--- config.mk ---
export PLATFORM = sky130hd
export DESIGN_NAME = btn_debounce
export DESIGN_NICKNAME = d
export VERILOG_FILES = /design/src/rtl/btn_debounce.sv
export SDC_FILE = /design/constraint.sdc
export NUM_CORES = 1
export LEC_CHECK = 0
export ABC_AREA = 1
export CAP_MARGIN = 30
export CORE_AREA = 5 5 189 191
export DETAILED_ROUTE_END_ITERATION = 7
export DIE_AREA = 0 0 194 196
export GPL_ROUTABILITY_DRIVEN = 0
export GPL_TIMING_DRIVEN = 0
export PLACE_DENSITY = 0.77
export RECOVER_POWER = 25
export SLEW_MARGIN = 10
export SYNTH_ARGS = -nofsm -noshare
export SYNTH_HDL_FRONTEND = slang
export SYNTH_HIERARCHICAL = 1
export SYNTH_SLANG_ARGS = --single-unit
--- constraint.sdc ---
create_clock -name i_clk -period 3.5 [get_ports i_clk]
set_input_delay 0.7 -clock i_clk [delete_from_list [all_inputs] [get_ports i_clk]]
set_output_delay 0.7 -clock i_clk [all_outputs]
set_load 0.02 [all_outputs]
--- src/rtl/btn_debounce.sv ---
// Multi-button debouncer with edge pulses and hold-to-repeat.
// Each button gets its own lane, and lanes share nothing but the clock and reset.
module btn_debounce_lane #(
    parameter int DB_CYCLES  = 250000,
    parameter int RPT_DELAY  = 12500000,
    parameter int RPT_PERIOD = 2500000
) (
    input  logic i_clk,
    input  logic i_rst,
    input  logic btn,        // raw pin, already polarity-normalized
    output logic held,
    output logic press,
    output logic release_p,
    output logic rpt
);
    localparam int DBW  = $clog2(DB_CYCLES + 1);
    localparam int RMAX = (RPT_DELAY > RPT_PERIOD) ? RPT_DELAY : RPT_PERIOD;
    localparam int RW   = $clog2(RMAX + 1);
    localparam logic [DBW-1:0] DB_LAST   = DBW'(DB_CYCLES - 1);
    localparam logic [RW-1:0]  RLD_DELAY = RW'(RPT_DELAY - 1);
    localparam logic [RW-1:0]  RLD_PER   = RW'(RPT_PERIOD - 1);

    typedef enum logic [1:0] {IDLE, DELAY, REPEAT} state_t;

    logic [1:0]     sync;
    logic [DBW-1:0] cnt;
    logic [RW-1:0]  rcnt;
    state_t         state;
    logic           qual, go_press, go_rel;

    // qual marks the edge on which the debounced level flips
    always_comb begin
        qual     = (sync[1] != held) && (cnt == DB_LAST);
        go_press = qual && !held;
        go_rel   = qual && held;
    end

    always_ff @(posedge i_clk) begin
        if (i_rst) begin
            sync      <= '0;
            cnt       <= '0;
            held      <= 1'b0;
            press     <= 1'b0;
            release_p <= 1'b0;
            rpt       <= 1'b0;
            rcnt      <= '0;
            state     <= IDLE;
        end else begin
            sync      <= {sync[0], btn};
            press     <= go_press;
            release_p <= go_rel;
            rpt       <= 1'b0;

            if (sync[1] == held)
                cnt <= '0;
            else if (qual) begin
                cnt  <= '0;
                held <= ~held;
            end else
                cnt <= cnt + 1'b1;

            // The press edge loads the counter so the first repeat lands RPT_DELAY after o_press
            case (state)
                IDLE: begin
                    if (go_press) begin
                        state <= DELAY;
                        rcnt  <= RLD_DELAY;
                    end
                end
                DELAY, REPEAT: begin
                    if (go_rel) begin
                        state <= IDLE;
                        rcnt  <= '0;
                    end else if (rcnt == '0) begin
                        rpt   <= 1'b1;
                        rcnt  <= RLD_PER;
                        state <= REPEAT;
                    end else
                        rcnt <= rcnt - 1'b1;
                end
                default: begin
                    state <= IDLE;
                    rcnt  <= '0;
                end
            endcase
        end
    end
endmodule

module btn_debounce #(
    parameter int NBTN       = 7,
    parameter int DB_CYCLES  = 250000,
    parameter int RPT_DELAY  = 12500000,
    parameter int RPT_PERIOD = 2500000,
    parameter logic [NBTN-1:0] ACTIVE_LOW = NBTN'(7'b0000001)
) (
    input  logic            i_clk,
    input  logic            i_rst,
    input  logic [NBTN-1:0] i_btn,
    output logic [NBTN-1:0] o_held,
    output logic [NBTN-1:0] o_press,
    output logic [NBTN-1:0] o_release,
    output logic [NBTN-1:0] o_repeat
);
    logic [NBTN-1:0] norm;

    assign norm = i_btn ^ ACTIVE_LOW;

    for (genvar l = 0; l < NBTN; l++) begin : g_lane
        btn_debounce_lane #(
            .DB_CYCLES (DB_CYCLES),
            .RPT_DELAY (RPT_DELAY),
            .RPT_PERIOD(RPT_PERIOD)
        ) u_lane (
            .i_clk    (i_clk),
            .i_rst    (i_rst),
            .btn      (norm[l]),
            .held     (o_held[l]),
            .press    (o_press[l]),
            .release_p(o_release[l]),
            .rpt      (o_repeat[l])
        );
    end
endmodule
==> impl_metrics.ini <==
[sta]
rsz0062_at_grt = false
setup_viol = 0
fin_crit_ns = 2.415
worst_pin_slew_ns = 0.6333
tns_ns = 0
fin_crit_sh = 0.6900
fin_skew_ns = 0.01672
max_slew_margin = 0.5778
finalHoldViolCount = 0
slew_viol_final = 0
max_freq_mhz = 414.1

[floorplan]
die_width_um = 194
rows = 68
dieArea_mm2 = 0.03802
dieHeight_um = 196
initial_core_util = 0.5967
ioPinCount = 37
coreArea_mm2 = 0.03395

[run_status]
outcome = completed

[worst_setup_path]
critPathTopFamily = buffers and inverters
critical_path.cell_chain = clkdlybuf4s50_1
criticalPathCategory = flop to output port
crit_required_ns = 2.80
crit_fanout = 6
critPathArrivalTime_ns = 1.71
worstSetupEndpointType = output port
r2r_slack_ns = 1.28
critPathBufInv = 1
startpoint_type = flop
cp_slowest_stage_delay_ns = 0.72
crit_slowest_cell = clkdlybuf4s50_1

[pwr]
p_leak_nw = 9.050
ir_drop_mv = 0.3596
powerDensity_mw_per_mm2 = 376.0
total_power_mw = 8.442

[global_route]
grt_pass1_vias = 18500
antenna_found_initial = 0
grt_max_degree = 15
grt_usage = 0.2434
grt_overflow_total = 0
grt_pass1_wl_mm = 82.04

[clock_network]
cts_sinks = 350
holdBufCountCts = 0
postCtsSetupBuffers = 0
cts_buffers = 40
cts_resized = 0
cts_tree = done
clock_tree.buffer_depth = 3
clock-root-buffer = clkbuf_16
clkTransAtPathRegs_ns = 0.06
clkLatencyLatePin_ns = 0.56
htree_levels = 2

[final_layout]
drive_gt1_frac = 0.1155
final_cell_mix = 657 x nand2_1, 425 x nor2_1, 350 x dfxtp_1
diodes = 0
final_common_cell = nand2_1
fin_nets = 3150
syn2layout_area_growth_pct = 10.82

[synthesis]
avgSynthCellArea_um2 = 6.677
syn_inst = 3034
seq_area_frac_synth = 0.3459
netlist_area_mm2 = 0.02026
synth_seq_cells = 350
ys_types = 41
synthesis.nets = 3073
yosysWarnings = 6

[drt]
drt-pass1-iter-count = 6
via_per_inst = 5.463
drcViolationCount = 0
finalWirelength_mm = 47.78
vias = 19650
drt_iter0_markers = 1155
ant_nets = 0
drt-wirelength-per-cell_um = 13.28

[worst_hold_path]
hold_path.class = flop to flop

[run]
max-cap-violations = 0

[placement]
port_buffers = 35
dp_hpwl_mm = 34.89
## worst reg2reg max path, stage by stage (launching register included)
cell and delay, ns:
dfxtp_1 0.37, ha_1 0.18, nand2_1 0.07, inv_1 0.09, nand3_1 0.13, nor2_1 0.29, nand2_1 0.12, nand3_1 0.29
clkbuf_1 0.43, nor2_1 0.10
## layer usage
layer | vias up | GRT usage | wire length [um]
met5 | - | 0 | 0
met4 | 0 | 0.08880 | 1221
met1 | 9050 | 0.3109 | 21410
met3 | 93 | 0.03194 | 2401
li1 | 9999 | - | -
met2 | 508 | 0.4234 | 22750
## cell type report
class                           count  area, um^2
Buffer                             66       372.9
Inverter                          364        1396
Clock inverter                     20       249.0
Tap cell                          455       569.3
Fill cell                        3077       11500
Sequential cell                   350        7007
Multi-Input combinational cell   2254       11380
Clock buffer                       53        1121
Timing Repair Buffer               35       350.3
## path summary, 6_finish.rpt
| kind | from | to | depth (start not counted) |
|---|---|---|---|
| max | g_lane[4].u_lane/held$_SDFFE_PP0P_ | o_held[4] | 1 |
| min | g_lane[2].u_lane/sync[0]$_SDFF_PP0_ | g_lane[2].u_lane/sync[1]$_SDFF_PP0_ | 2 |
| max reg2reg | g_lane[6].u_lane/cnt[0]$_SDFF_PP0_ | g_lane[6].u_lane/cnt[9]$_SDFF_PP0_ | 9 |
| min reg2reg | g_lane[2].u_lane/sync[0]$_SDFF_PP0_ | g_lane[2].u_lane/sync[1]$_SDFF_PP0_ | 2 |
## kinds of logic (layout without fill, tap and decap cells)
logic type	after synthesis	count (layout)	synth area share
buffers and inverters	430	538	0.08783
DFF	350	350	0.3459
and+or+nand+nor	1787	1787	0.4150
xor gates and xnor gates	76	76	0.03286
adders and majority gates	30	30	0.01853
AOI/OAI and AO/OA	361	361	0.09993
## state kept, by name, summed over array words and instances (netlist names)
register and cells:
g_lane.u_lane/cnt 126, g_lane.u_lane/release_p 7, g_lane.u_lane/sync 14, g_lane.u_lane/press 7, g_lane.u_lane/state 14, g_lane.u_lane/rcnt 168, g_lane.u_lane/rpt 7, g_lane.u_lane/held 7
## per-stage QoR
stage	hold WS, ns	worst slack [ns]	cells	utilization	cell area (um^2)
after floorplan	0.3883	1.780	3034	-	20260
after global placement	0.3927	1.356	3524	0.6238	21180
after detailed placement	0.3965	1.328	3524	0.6238	21180
after CTS	0.4047	1.035	3597	0.6642	22550
after global routing	0.4254	1.027	3597	0.6613	22450
final	0.4050	1.085	3597	0.6613	22450
## synth_stat cells
master	instances	area share
o21bai_1	15	0.0056
o211ai_1	1	0.00037
nand3_2	38	0.019
o21ai_1	18	0.0044
clkinv_1	13	0.0024
nand4_1	90	0.028
a21oi_4	1	0.00080
nand2_1	657	0.12
nor4_1	4	0.0012
a31oi_1	1	0.00031
nand2_2	37	0.011
nand3_4	1	0.00086
nand3b_1	14	0.0052
nor3_1	61	0.015
dfxtp_1	350	0.35
buf_1	6	0.0011
buf_4	1	0.00037
nand2_4	18	0.010
nor3_2	6	0.0030
ha_1	30	0.019
nor3b_1	1	0.00037
inv_2	40	0.0074
o21a_1	6	0.0022
or2_2	9	0.0028
nor2_2	67	0.021
clkbuf_1	19	0.0035
xnor2_1	36	0.016
buf_2	27	0.0067
inv_1	305	0.057
nor3b_2	6	0.0037
nand3_1	331	0.082
a21oi_2	36	0.016
clkinv_4	6	0.0026
nor2_1	422	0.078
a21oi_1	213	0.053
buf_6	13	0.0072
xor2_1	40	0.017
and2_1	6	0.0019
nor2_4	19	0.011
o21ai_0	64	0.016
a21o_1	6	0.0022
## report_power, final
part | switching [mW] | total (mW) | internal, mW
Combinational | 0.0818 | 0.108 | 0.0259
Sequential | 0.00454 | 4.00 | 3.99
Clock | 1.70 | 4.34 | 2.63
Total | 1.79 | 8.44 | 6.65
Note: power is estimated with default switching activity, not from simulation.
